$ cat config.mk
export PLATFORM = sky130hd
export DESIGN_NAME = add_sequencer
export DESIGN_NICKNAME = d
export VERILOG_FILES = /design/src/rtl/add_seq_pkg.sv /design/src/rtl/add_sequencer_eightbit.sv /design/src/rtl/add_sequencer.sv
export SDC_FILE = /design/constraint.sdc
export NUM_CORES = 1
export LEC_CHECK = 0
export ABC_AREA = 1
export ABC_CLOCK_PERIOD_IN_PS = 8600
export CAP_MARGIN = 20
export CORE_MARGIN = 2
export CORE_UTILIZATION = 50
export DETAILED_ROUTE_END_ITERATION = 10
export PLACE_DENSITY = 0.88
export SLEW_MARGIN = 20
export SYNTH_ARGS = -nofsm -noshare
export SYNTH_HDL_FRONTEND = slang
export SYNTH_SLANG_ARGS = --single-unit
$ cat constraint.sdc
create_clock -name clk -period 8.6 [get_ports clk]
set_input_delay 0.86 -clock clk [delete_from_list [all_inputs] [get_ports clk]]
set_output_delay 0.86 -clock clk [all_outputs]
set_load 0.005 [all_outputs]
$ cat src/rtl/add_seq_pkg.sv
// Shared definitions for the chunked add sequencer: FSM encoding, default
// geometry and a helper sizing the chunk counter.
package add_seq_pkg;

    typedef enum logic [1:0] {
        ST_IDLE = 2'd0,
        ST_ADD  = 2'd1,
        ST_DONE = 2'd2
    } state_e;

    localparam int DEF_N      = 8;
    localparam int DEF_CHUNKS = 4;

    // Width of a counter that indexes 0..chunks-1, never narrower than 1 bit.
    function automatic int cnt_width(input int chunks);
        return (chunks > 1) ? $clog2(chunks) : 1;
    endfunction

endpackage

$ cat src/rtl/add_sequencer_eightbit.sv
// Team n-bit ripple-carry adder: the carry walks from bit 0 to bit n-1
// through one full-adder cell per bit.
module eightbit #(
    parameter int n = 8
) (
    input  logic [n-1:0] a_i,
    input  logic [n-1:0] b_i,
    input  logic         cin_i,
    output logic [n-1:0] sum_o,
    output logic         cout_o
);

    logic carry;

    // Ripple the carry bit by bit; carry is a running value, not a vector.
    always_comb begin
        carry = cin_i;
        sum_o = '0;
        for (int i = 0; i < n; i++) begin
            sum_o[i] = a_i[i] ^ b_i[i] ^ carry;
            carry    = (a_i[i] & b_i[i]) | (carry & (a_i[i] ^ b_i[i]));
        end
        cout_o = carry;
    end

endmodule

$ cat src/rtl/add_sequencer.sv
// Two-requester W-bit adder that time-shares one N-bit ripple adder,
// processing one chunk per cycle from least significant upward.
//
// Handshake: a requester raises reqK_valid with operands and holds them until
// it sees reqK_ready high; that cycle is the accept and the operands are
// latched, later changes are ignored. reqK_ready is a combinational function
// of valid, state and rst, high only in IDLE for the granted requester. The
// result side holds res_valid with stable res_* until the cycle res_ready is
// high; the sequencer returns to IDLE on the following cycle, so a new accept
// can never coincide with a result accept.
module add_sequencer
    import add_seq_pkg::*;
#(
    parameter int N      = DEF_N,
    parameter int CHUNKS = DEF_CHUNKS
) (
    input  logic                  clk,
    input  logic                  rst,
    input  logic                  req0_valid,
    output logic                  req0_ready,
    input  logic [N*CHUNKS-1:0]   req0_a,
    input  logic [N*CHUNKS-1:0]   req0_b,
    input  logic                  req0_cin,
    input  logic                  req1_valid,
    output logic                  req1_ready,
    input  logic [N*CHUNKS-1:0]   req1_a,
    input  logic [N*CHUNKS-1:0]   req1_b,
    input  logic                  req1_cin,
    output logic                  res_valid,
    input  logic                  res_ready,
    output logic [N*CHUNKS-1:0]   res_sum,
    output logic                  res_cout,
    output logic                  res_id,
    output logic [1:0]            dbg_state
);

    localparam int W  = N * CHUNKS;
    localparam int CW = cnt_width(CHUNKS);
    localparam logic [CW-1:0] LAST_CHUNK = CW'(CHUNKS - 1);

    state_e        state_q, state_d;
    logic [W-1:0]  a_q, b_q, sum_q;
    logic          carry_q;
    logic          id_q;
    logic          last_id_q;   // requester granted most recently; 1 after reset so req0 wins first
    logic [CW-1:0] cnt_q;

    logic          grant_id;
    logic          accept;
    logic          last_chunk;
    logic [N-1:0]  a_chunk, b_chunk, add_sum;
    logic          add_cout;

    // Round-robin pick: a lone requester wins, a tie goes to the one not served last.
    always_comb begin
        grant_id = 1'b0;
        if (req0_valid && req1_valid) begin
            grant_id = ~last_id_q;
        end else if (req1_valid) begin
            grant_id = 1'b1;
        end
    end

    assign accept     = (state_q == ST_IDLE) && (req0_valid || req1_valid) && !rst;
    assign last_chunk = (cnt_q == LAST_CHUNK);

    // State register.
    always_ff @(posedge clk) begin
        if (rst) begin
            state_q <= ST_IDLE;
        end else begin
            state_q <= state_d;
        end
    end

    // Next-state: accept -> ADD for CHUNKS cycles -> DONE until the result is taken.
    always_comb begin
        state_d = state_q;
        unique case (state_q)
            ST_IDLE: if (accept)     state_d = ST_ADD;
            ST_ADD:  if (last_chunk) state_d = ST_DONE;
            ST_DONE: if (res_ready)  state_d = ST_IDLE;
            default:                 state_d = ST_IDLE;
        endcase
    end

    // Handshake outputs decoded from state and the current grant.
    always_comb begin
        req0_ready = accept && !grant_id;
        req1_ready = accept &&  grant_id;
        res_valid  = (state_q == ST_DONE);
    end

    // Select the operand chunk addressed by the chunk counter.
    always_comb begin
        a_chunk = '0;
        b_chunk = '0;
        for (int k = 0; k < CHUNKS; k++) begin
            if (cnt_q == CW'(k)) begin
                a_chunk = a_q[k*N +: N];
                b_chunk = b_q[k*N +: N];
            end
        end
    end

    eightbit #(
        .n (N)
    ) u_adder (
        .a_i    (a_chunk),
        .b_i    (b_chunk),
        .cin_i  (carry_q),
        .sum_o  (add_sum),
        .cout_o (add_cout)
    );

    // Datapath: latch operands at accept, then fold one chunk per ADD cycle.
    always_ff @(posedge clk) begin
        if (rst) begin
            a_q       <= '0;
            b_q       <= '0;
            sum_q     <= '0;
            carry_q   <= 1'b0;
            id_q      <= 1'b0;
            last_id_q <= 1'b1;
            cnt_q     <= '0;
        end else if (accept) begin
            a_q       <= grant_id ? req1_a   : req0_a;
            b_q       <= grant_id ? req1_b   : req0_b;
            carry_q   <= grant_id ? req1_cin : req0_cin;
            id_q      <= grant_id;
            last_id_q <= grant_id;
            cnt_q     <= '0;
        end else if (state_q == ST_ADD) begin
            for (int k = 0; k < CHUNKS; k++) begin
                if (cnt_q == CW'(k)) begin
                    sum_q[k*N +: N] <= add_sum;
                end
            end
            carry_q <= add_cout;
            cnt_q   <= cnt_q + CW'(1);
        end
    end

    // After the last chunk the carry register holds the final carry-out and
    // is left untouched in DONE, so it drives res_cout directly.
    assign res_sum   = sum_q;
    assign res_cout  = carry_q;
    assign res_id    = id_q;
    assign dbg_state = state_q;

endmodule

# --- After elaboration in Yosys (flattened, before gate mapping) ---
# Index checks and enable logic that the tools add are counted.
totals:
  regBits: 103
  latch_bits: 0
  mem_bits_rw: 0
  mem_bits_ro: 0
  input_bits: 135
  out_inout_bits: 39
  mem_count: 0
op_classes:
  addsub: 1
  multipliers: 0
  n_div: 0
  n_lt_le_gt_ge: 0
  eq_ne: 8
  n_shift: 0
  mux: 19
  bitwise_logic: 42
  n_reduce_logical: 17
ops:
  columns: ["cell", "count"]
  rows:
  - ["two-way mux 32 bit", 2]
  - ["two-way mux 8 bit", 8]
  - ["bitwise AND 1 bit", 16]
  - ["bitwise XOR 1 bit", 16]
  - ["AND reduction 3 bit", 5]
  - ["bitwise OR 1 bit", 8]
  - ["equality test 2 bit, second input constant", 3]
  - ["two-way mux 2 bit", 3]
  - ["case mux 2 bit (3 select lines)", 1]
  - ["logical AND 1 bit", 5]
  - ["two-way mux 1 bit", 5]
  - ["equality test 2 x 1 -> 1 bit, second input constant", 2]
  - ["zero test 2 bit", 2]
  - ["!= test 2 bit, second input constant", 2]
  - ["adder 2 x 1 -> 2 bit, second input constant", 1]
  - ["zero test 1 bit", 2]
  - ["!= test 2 x 1 -> 1 bit, second input constant", 1]
  - ["inverter 1 bit", 2]
  - ["nonzero test 2 bit", 1]
  - ["OR reduction 2 bit", 1]
  - ["logical OR 1 bit", 1]

# --- Depth between registers and ports, before layout ---
# Gate-level depths: netlist of run 1.
depth:
  word_depth: 24
  mapped_depth: 24
  depth_no_buf: 24

# --- By module ---
# A second synthesis of run 1 with hierarchy kept.
hier_totals:
  hier_cells: 834
  hier_area_um2: 5376.4
by_module_without_submodules:
  columns: ["module", "n_inst", "cells_per_inst", "area_each_um2", "seq_area_each_um2"]
  rows:
  - ["add_sequencer", 1, 816, 5178.7, 2062.0]
  - ["eightbit", 1, 18, 197.7, 0.0]

# --- Worst setup path after synthesis of run 1 ---
# OpenSTA, ideal clock, no wires.
synth_path:
  kind: "flip-flop to flip-flop"
  start: "reg cnt_q[1]"
  end: "reg sum_q[7], in the netlist res_sum[7]"
  arrival_ps: 4680
  required_ps: 8468
  slack_ps: 3787
  path_stages_with_launch: 22
  path_buffers: 2
  period_less_slack_ps: 4813
  path_cell_list: "dfxtp_1 inv_1 ha_1 buf_2 nor2_1 buf_4 nand2_1 a21oi_1 o22ai_1 fa_1 inv_1 fa_1 fa_1 inv_1 fa_1 fa_1 fa_1 fa_1 inv_1 fa_1 nand3_1 a21oi_1"
synth_between:
  elab_chain_len: 21
  word_cells_on_any_way: 43
synth_lines:
  columns: ["element", "line_no", "source"]
  rows:
  - ["start, declared", "add_sequencer.sv:46", "logic [CW-1:0] cnt_q;"]
  - ["start signal, assigned", "add_sequencer.sv:140", "cnt_q <= cnt_q + CW'(1);"]
  - ["zero test 2 bit", "add_sequencer.sv:99", "if (cnt_q == CW'(k)) begin"]
  - ["two-way mux 8 bit (4 in series)", "add_sequencer.sv:99", null]
  - ["bitwise XOR 1 bit", "add_sequencer_eightbit.sv:21", "carry = (a_i[i] & b_i[i]) | (carry & (a_i[i] ^ b_i[i]));"]
  - ["bitwise AND 1 bit", "add_sequencer_eightbit.sv:21", null]
  - ["bitwise OR 1 bit", "add_sequencer_eightbit.sv:21", null]
  - ["bitwise AND 1 bit", "add_sequencer_eightbit.sv:21", null]
  - ["bitwise OR 1 bit", "add_sequencer_eightbit.sv:21", null]
  - ["bitwise AND 1 bit", "add_sequencer_eightbit.sv:21", null]
  - ["[... 3 more ...]", null, null]
  - ["bitwise AND 1 bit", "add_sequencer_eightbit.sv:21", null]
  - ["bitwise OR 1 bit", "add_sequencer_eightbit.sv:21", null]
  - ["bitwise AND 1 bit", "add_sequencer_eightbit.sv:21", null]
  - ["bitwise OR 1 bit", "add_sequencer_eightbit.sv:21", null]
  - ["bitwise AND 1 bit", "add_sequencer_eightbit.sv:21", null]
  - ["bitwise OR 1 bit", "add_sequencer_eightbit.sv:21", null]
  - ["bitwise XOR 1 bit (*)", "add_sequencer_eightbit.sv:20", "sum_o[i] = a_i[i] ^ b_i[i] ^ carry;"]
  - ["net add_sum[7]", "add_sequencer.sv:51", "logic [N-1:0] a_chunk, b_chunk, add_sum;"]
  - ["end signal, assigned by index", "add_sequencer.sv:136", "sum_q[k*N +: N] <= add_sum;"]
  - ["end, declared", "add_sequencer.sv:42", "logic [W-1:0] a_q, b_q, sum_q;"]
# The timed path passes the listed nets; every way through them passes the cells marked *.
# A chain may end at the register's enable or synchronous reset.

# --- Worst setup path in the final report of run 1 ---
layout_path:
  start: "reg cnt_q[1]"
  end: "reg sum_q[23], in the netlist res_sum[23]"
# The elaborated chain is that of the path after synthesis.

==> results of run 1 <==
==> synth_stat cells (2+ instances only) <==
cell type	n
clkbuf_1	25
buf_2	28
dfxtp_1	103
buf_1	4
o21ai_0	19
nor2_1	5
inv_1	24
nand2_1	363
ha_1	4
fa_1	8
nand3_1	101
buf_6	2
a21oi_1	117
buf_4	4
o22ai_1	5
==> registers in the layout (all words and copies together), names as in the netlist <==
signal	count
dbg_state	2
res_sum	32
last_id_q	1
cnt_q	2
res_id	1
a_q	32
res_cout	1
b_q	32
==> cell families (layout without fill, tap and decap cells) <==
family                     count (synthesis)  after routing  synth area share, %
and+or+nand+nor                          471            471                 35.9
AOI/OAI and AO/OA                        144            144                 13.8
DFF                                      103            103                 38.9
adders and majority gates                 12             12                 3.96
buffers and inverters                     88            219                 7.45
==> critical path, stage by stage, from the launching register on <==
cell,delay [ns]
dfxtp_1,0.41
inv_1,0.08
ha_1,0.49
nor2_1,0.81
nand2_1,0.12
nand2_1,0.09
o21ai_0,0.07
nand2_1,0.06
o21ai_0,0.13
fa_1,0.42
inv_1,0.08
fa_1,0.20
fa_1,0.19
inv_1,0.07
fa_1,0.46
fa_1,0.46
fa_1,0.46
fa_1,0.42
inv_1,0.08
fa_1,0.47
nand3_1,0.12
a21oi_1,0.09
==> path summary, 6_finish.rpt <==
kind,from,to,slack (ns),cells past startpoint
worst min-delay path,res_sum[9]$_SDFFE_PP0P_,res_sum[9]$_SDFFE_PP0P_,0.47,2
worst min register to register,res_sum[9]$_SDFFE_PP0P_,res_sum[9]$_SDFFE_PP0P_,0.47,2
worst max register to register,cnt_q[1]$_SDFFE_PP0P_,res_sum[23]$_SDFFE_PP0P_,2.66,21
worst max-delay path,cnt_q[1]$_SDFFE_PP0P_,res_sum[23]$_SDFFE_PP0P_,2.66,21
==> stage by stage <==
stage	setup slack, ns	utilization, %	hold WS (ns)	cells	cell area [um2]
floorplan	3.79	-	0.441	818	5310
global placement	2.88	67.3	0.450	1069	6950
detailed placement	2.75	67.3	0.454	1069	6950
CTS	2.70	69.5	0.467	1085	7170
global route	2.24	69.5	0.487	1085	7170
finish	2.66	69.5	0.467	1085	7170
==> cell type report <==
type	instances	area share, %
sequential	103	28.7
clock inverter	7	1.45
inverter	25	1.31
tap	136	2.37
clock buffer	9	1.73
timing repair buffer	178	24.6
multi-input combinational	627	39.8
==> report_power, final <==
group          total (uW)  switching, uW  internal, uW
logic                 263            145           118
registers             523           18.9           504
clock network         338            171           167
total                1120            334           789
==> routing by layer <==
layer	GRT usage [%]	wire, um
met5	0	0
met4	7.51	228
met3	3.22	936
met2	43.3	7040
met1	35.0	6400
==> summary.md, run 1 <==
| Metric | Value |
|---|---|
| Slew @ Worst Pin | `0.992 ns` |
| Design Power | `1120 uW` |
| Detailed router's first-iteration violation count | `460` |
| Nets | `1091` |
| Die Height | `107 um` |
| Leakage | `0.00296 uW` |
| Register Area | `0.00206 mm2` |
| Initial Utilization | `51.4%` |
| Post-CTS Resized | `0` |
| Initial antenna violation count | `0` |
| Max Fclk | `168 MHz` |
| Synthesized instance count | `818` |
| Outcome | `finished clean` |
| Number of cell rows | `37` |
| Synth warn | `0` |
| Period utilization | `69.0%` |
| Largest net degree at the start of global routing | `between 100 and 150` |
| Clk sinks | `103` |
| Global-route wire length before repair | `24000 um` |
| Final setup vio count | `0` |
| Synth area leader | `dfxtp_1` |
| DR pass1 iterations | `7` |
| Clock transition at the registers of the reported paths | `0.10 ns` |
| Seq/Total Area, Yosys | `roughly two fifths` |
| Commonest cells after routing, fill and taps aside | `nand2_1, clkdlybuf4s50_1, a21oi_1, dfxtp_1, nand3_1` |
| Ys flop type | `dfxtp_1` |
| Total CTS buffers | `9` |
| Vias | `5714` |
| Setup TNS after final layout | `0 ns` |
| Antenna Nets Post-Route | `0` |
| Multi-input gate area | `0.00286 mm2` |
| N_diodes | `0` |
| Core Footprint | `about 0.010 mm2` |
| Synth-to-Final Area Change | `35.2%` |
| Post-DP HPWL | `~10000 um` |
| CTS tree | `built` |
| Gr usage total | `25.8%` |
| Fin. max-slew vios | `0` |
| Worst EP arrival | `6.14 ns` |
| CP Capture Type | `flop` |
| Setup CP Type | `flop to flop` |
| DRC | `0` |
| Max-cap viol count | `0` |
| RSZ-0062 raised after global routing | `false` |
| # H-tree levels | `3` |
| Startpoint types | `flop` |
| Fill cell count | `just under 900` |
| Post-Syn Nets | `slightly below 1000` |
| Synth async-reset ratio | `0%` |
| Slew headroom | `33.9%` |
| Layout cells sized above 1 | `3.06%` |
| Worst clock skew | `0.0116 ns` |
| Avg Cell Area, Syn | `6.49 um2` |
| Mapped Area | `between 0.005 and 0.006 mm2` |
| Power Density | `157 mW/mm2` |
| Wirelength per Cell | `13.5 um` |
| Number of global-route vias before repair | `5102` |
| Clock Tree Root | `clkbuf_8` |
| Die ar. | `0.0115 mm2` |
| Commonest non-fill, non-tap cell in the layout | `nand2_1` |
| Final Hold Fails | `0` |
| Via density | `5.27` |
| GRT Residual Overflow | `0` |
| Skew-Pair Late Insertion Delay | `0.36 ns` |
| Max IR drop VDD | `0.0901 mV` |
| I/O pin cnt | `174` |
| Port bufs | `173` |
| HP Class | `flop to flop` |
| EDFF count, synth | `0` |
| Post-Route WL | `14600 um` |
| Post-CTS setup buffers | `0` |
| Clock Path Buffers | `2` |
| Placer congestion estimate | `0.867` |
| Yosys cell types | `21` |
| # hold bufs at CTS | `0` |
| Crit path required time | `8.80 ns` |
| Die width | `~110 um` |
| Critical Path Fanout Max | `26` |
| Top post-synthesis cells by area | `dfxtp_1, nand2_1, a21oi_1, nand3_1, fa_1` |
| Yosys reg bits | `103` |
| Synth top area share | `38.9%` |
| Crit path time final | `between 5 and 6 ns` |
Note: power is estimated with default switching activity, not from simulation.
==> run 2, diff against run 1 <==
- ABC_CLOCK_PERIOD_IN_PS: 8600 -> 6000
- CORE_UTILIZATION: 50 -> 47
- PLACE_DENSITY: 0.88 -> 0.84
- clock period: 8.6 -> 6 ns (I/O delays scaled with it)
==> summary.md, run 2 (synthesis gave the netlist of run 1 again) <==
| Metric | Value |
|---|---|
| Outcome | `finished clean` |
| Initial Utilization | `48.5%` |
| Final Hold Fails | `0` |
| Max-cap viol count | `0` |
| Commonest non-fill, non-tap cell in the layout | `nand2_1` |
| Clock Tree Root | `clkbuf_16` |
| DRC | `0` |
| Slew headroom | `around 33%` |
| Max incr delay on CP | `0.47 ns` |
| Port bufs | `173` |
| Die ar. | `0.0122 mm2` |
| DR pass1 iterations | `6` |
| GRT Residual Overflow | `0` |
| Period utilization | `between 80% and 90%` |
| Total CTS buffers | `9` |
| Number of global-route vias before repair | `5099` |
| Layout cells sized above 1 | `under 10%` |
| Finished Layout Cells | `1093` |
| Cell mode on critical path | `fa_1` |
| Die width | `110 um` |
| Max Fclk | `191 MHz` |
| Final setup vio count | `0` |
| Grt met2 use | `40.2%` |
| Setup TNS after final layout | `0 ns` |
| Via density | `5.26` |
| I/O pin cnt | `174` |
| Die Height | `~110 um` |
| Slew @ Worst Pin | `1.01 ns` |
| M1 GR Usage | `33.8%` |
| Gr usage total | `24.9%` |
| Clock transition at the registers of the reported paths | `0.07 ns` |
| Clock Path Buffers | `2` |
| Post-Route WL | `roughly 15000 um` |
| Nets | `1096` |
| Max IR drop VDD | `0.158 mV` |
| Setup Slack @ Placement | `0.881 ns` |
| GR peak layer | `met2` |
| Vias | `5746` |
| Crit path cell chain | `inv_1 > ha_1 > nor2_1 > buf_4 > nand2_1 > a21oi_1 > o22ai_1 > fa_1 > inv_1 > fa_1 > fa_1 > inv_1 > fa_1 > fa_1 > fa_1 > fa_1 > inv_1 > fa_1 > nand3_1 > a21oi_1` |
| Skew-Pair Late Insertion Delay | `approximately 0.34 ns` |
| Number of cell rows | `38` |
| Crit path required time | `6.18 ns` |
| Post-DP HPWL | `10500 um` |
| Met3 GRT Util | `4.35%` |
| Initial antenna violation count | `0` |
| Wirelength per Cell | `13.9 um` |
| Detailed router's first-iteration violation count | `~440` |
| Setup CP Type | `flop to flop` |
| HP Class | `flop to flop` |
| Global-route wire length before repair | `about 24000 um` |
| Startpoint types | `flop` |
| Post-CTS Resized | `0` |
| Synth-to-Final Area Change | `38.0%` |
| Power Density | `244 mW/mm2` |
| CTS tree | `built` |
| Final worst slack | `0.751 ns` |
| # H-tree levels | `3` |
| Core Footprint | `0.0109 mm2` |
| Largest net degree at the start of global routing | `roughly 100` |
| Worst EP arrival | `roughly 5.4 ns` |
| Antenna Nets Post-Route | `0` |
| Post-CTS setup buffers | `0` |
| RSZ-0062 raised after global routing | `false` |
| Worst clock skew | `roughly 0.0069 ns` |
| WHS | `0.462 ns` |
| Clk sinks | `approximately 100` |
| Commonest cells after routing, fill and taps aside | `nand2_1, clkdlybuf4s50_1, a21oi_1, dfxtp_1, nand3_1` |
| Placer congestion estimate | `0.938` |
| N_diodes | `0` |
| Critical Path Fanout Max | `10` |
| Fin. max-slew vios | `0` |
| Crit path time final | `5.25 ns` |
| # hold bufs at CTS | `0` |
| CP max-delay cell | `fa_1` |
| # placed instances | `1078` |
| Leakage | `0.00304 uW` |
| Final core occ | `67.0%` |
| CP Capture Type | `flop` |
==> run 2: area by class of cell <==
| cell class | instances | area [um2] |
|---|---|---|
| timing repair buffer | 183 | 1800 |
| clock buffer | 10 | 229 |
| sequential | 103 | 2060 |
| fill | 957 | 3610 |
| inverter | 25 | 93.8 |
| clock inverter | 5 | 106 |
| multi-input combinational | 627 | 2860 |
| tap | 140 | 175 |
==> run 2: where the power goes <==
group	switching, uW	internal (uW)	leakage [uW]
Clock	250	407	0.000159
Combinational	210	172	0.00204
Sequential	27.7	723	0.000838
Total	488	1300	0.00304
==> run 2: final timing paths <==
| path | start | endpoint | slack, ns | cells after the start |
|---|---|---|---|---|
| worst max-delay path | cnt_q[1]$_SDFFE_PP0P_ | res_sum[23]$_SDFFE_PP0P_ | 0.75 | 20 |
| worst min-delay path | res_sum[9]$_SDFFE_PP0P_ | res_sum[9]$_SDFFE_PP0P_ | 0.46 | 2 |
| worst max register to register | cnt_q[1]$_SDFFE_PP0P_ | res_sum[23]$_SDFFE_PP0P_ | 0.75 | 20 |
| worst min register to register | res_sum[9]$_SDFFE_PP0P_ | res_sum[9]$_SDFFE_PP0P_ | 0.46 | 2 |
==> run 2: worst max-delay path: cells and delay by family, from the launching register on <==
| kind | cells | cell delay [ns] |
|---|---|---|
| AO/OA/AOI/OAI | 3 | 0.35 |
| adder cells (fa/ha/maj) | 9 | 3.24 |
| buffers and inverters | 5 | 0.56 |
| flip-flops | 1 | 0.38 |
| AND/OR/NAND/NOR | 3 | 0.55 |
==> run 2: per-layer routing <==
layer	vias to the layer above	wire (um)
li1	2905	-
met1	2566	6610
met2	246	7060
met3	29	1170
met4	0	305
met5	-	0
==> run 2: stage by stage <==
| stage | total power, uW | area, um2 |
|---|---|---|
| final | 1790 | 7320 |
| after floorplan | 982 | 5310 |
| after global routing | 1870 | 7320 |
| after detailed placement | 1150 | 6990 |
| after CTS | 1790 | 7320 |
| after global placement | 1140 | 6990 |
==> run 3, diff against run 2 <==
- REMOVE_ABC_BUFFERS: not set -> 1
==> summary.md, run 3 (synthesis gave the netlist of run 1 again) <==
| Metric | Value |
|---|---|
| Switching Fraction | `approximately 29%` |
| NetSw | `a little under 500 uW` |
| Vias | `roughly 5700` |
| Clock transition at the registers of the reported paths | `0.07 ns` |
| CP Launch Point | `cnt_q[0]$_SDFFE_PP0P_` |
| CP max-delay cell | `fa_1` |
| Logic pwr share | `22.4%` |
| Synth-to-Final Area Change | `37.5%` |
| WHS Path Cells | `2` |
| Global-route wire length before repair | `24000 um` |
| R2r endpoint | `res_sum[7]$_SDFFE_PP0P_` |
| Die Height | `110 um` |
| # placed instances | `roughly 1100` |
| Skew-Pair Late Insertion Delay | `0.34 ns` |
| Commonest cells after routing, fill and taps aside | `nand2_1, clkdlybuf4s50_1, a21oi_1, dfxtp_1, nand3_1` |
| Leakage | `0.00303 uW` |
| Core Footprint | `0.0109 mm2` |
| Sequential power share | `43.6%` |
| # hold bufs at CTS | `0` |
| Pint | `1220 uW` |
| Min-Delay Startpoint | `res_sum[17]$_SDFFE_PP0P_` |
| Crit path required time | `approximately 6.2 ns` |
| Clock Tree Root | `clkbuf_16` |
| Clock Path Buffers | `2` |
| Worst clock skew | `between 0.008 and 0.009 ns` |
| Layout cells sized above 1 | `3.66%` |
| Initial antenna violation count | `0` |
| Worst EP arrival | `about 5.4 ns` |
| GRT Residual Overflow | `0` |
| Placer congestion estimate | `0.890` |
| Crit path cell chain | `inv_1 > ha_1 > buf_4 > inv_1 > nor2_1 > nand2_1 > nand2_1 > o21ai_0 > nand2_1 > o21ai_0 > fa_1 > inv_1 > fa_1 > fa_1 > inv_1 > fa_1 > fa_1 > fa_1 > fa_1 > inv_1 > fa_1 > nand3_1 > a21oi_1` |
| Wirelength per Cell | `between 10 and 15 um` |
| Slew headroom | `52.9%` |
| RSZ-0062 raised after global routing | `false` |
| Max-cap viol count | `0` |
| Antenna Nets Post-Route | `0` |
| Setup CP Type | `flop to flop` |
| Reg2Reg Setup Slack | `about 0.79 ns` |
| Setup TNS after final layout | `0 ns` |
| Cell mode on critical path | `fa_1` |
| Origin of the critical flop-to-flop path | `cnt_q[0]$_SDFFE_PP0P_` |
| Max Fclk | `between 150 and 200 MHz` |
| Post-Route WL | `14900 um` |
| Max incr delay on CP | `approximately 0.48 ns` |
| Clk sinks | `103` |
| Post-CTS Resized | `0` |
| # H-tree levels | `3` |
| Critical Path Fanout Max | `11` |
| Nets | `approximately 1100` |
| N_diodes | `0` |
| Crit path time final | `5.21 ns` |
| Total CTS buffers | `9` |
| Detailed router's first-iteration violation count | `383` |
| Finished Layout Cells | `between 1000 and 1500` |
| Hold Path Sink | `res_sum[17]$_SDFFE_PP0P_` |
| Design Area, Final | `0.00730 mm2` |
| Fill cell count | `976` |
| Initial Utilization | `between 40% and 50%` |
| CTS tree | `built` |
| Post-CTS setup buffers | `0` |
| Commonest non-fill, non-tap cell in the layout | `nand2_1` |
| Fin. max-slew vios | `0` |
| Max IR drop VDD | `0.135 mV` |
| Period utilization | `86.8%` |
| Startpoint types | `flop` |
| Via density | `5.20` |
| Final Hold Fails | `0` |
| HP Class | `flop to flop` |
| Final setup vio count | `0` |
| Placed inst area | `0.00700 mm2` |
| CP Capture Type | `flop` |
| I/O pin cnt | `between 150 and 200` |
| Die width | `110 um` |
| Number of global-route vias before repair | `5180` |
| Power Density | `235 mW/mm2` |
| Post-DP HPWL | `around 10000 um` |
| Largest net degree at the start of global routing | `68` |
| Slew @ Worst Pin | `0.704 ns` |
| Port bufs | `173` |
| DR pass1 iterations | `6` |
| Gr usage total | `around a quarter` |
| Number of cell rows | `38` |
| Outcome | `finished clean` |
| Die ar. | `0.0122 mm2` |
| DRC | `0` |
| Clock Power Share | `34.0%` |
| Reg2reg path depth | `23` |
-- run 3: how the worst max path moves through the flow --
stage	end
2_1_floorplan	res_sum[15]$_SDFFE_PP0P_
4_1_cts	res_sum[7]$_SDFFE_PP0P_
6_report	res_sum[7]$_SDFFE_PP0P_
5_1_grt	res_sum[7]$_SDFFE_PP0P_
3_5_place_dp	res_sum[23]$_SDFFE_PP0P_
3_3_place_gp	res_sum[31]$_SDFFE_PP0P_
-- run 3: through the flow --
| stage | worst slack, ns | util, % | total power, uW | hold slack, ns |
|---|---|---|---|---|
| CTS | 0.794 | 66.7 | 1720 | 0.464 |
| global placement | 0.933 | 64.0 | 1140 | 0.448 |
| global route | 0.424 | 66.7 | 1800 | 0.479 |
| floorplan | 0.776 | - | 948 | 0.436 |
| finish | 0.792 | 66.7 | 1720 | 0.463 |
| detailed placement | 0.805 | 64.0 | 1150 | 0.455 |
-- run 3: cell type report --
cell class	count	area [um2]	share of cell area, %
clock buffers	9	225	3.09
clock inverters	7	71.3	0.977
inverters	25	93.8	1.29
multi-input cells	627	2860	39.2
flip-flops and latches	103	2060	28.3
well taps	140	175	2.40
repair buffers	184	1810	24.8
-- run 3: critical path: cells and delay by family, from the launching register on --
kind            cells  cell delay [ns]
compound gates      3             0.26
fa+ha+maj           9             3.25
buf+inv             6             0.56
flops               1             0.34
simple gates        5             0.67
-- run 3: per-layer routing --
layer  wire length (um)  GRT usage (%)  share of wire [%]
met1               6440           33.0                 43
met2               7130           40.4                 48
met3                952           3.76                6.4
met4                363           10.6                2.4
met5                  0              0                  0
-- run 3: power by group through the flow --
| stage | registers (uW) | clock network [uW] | logic, uW |
|---|---|---|---|
| after floorplan | 754 | 0 | 193 |
| after global placement | 762 | 0 | 378 |
| after detailed placement | 762 | 0 | 383 |
| after CTS | 747 | 583 | 385 |
| after global routing | 751 | 614 | 431 |
| final | 748 | 584 | 385 |
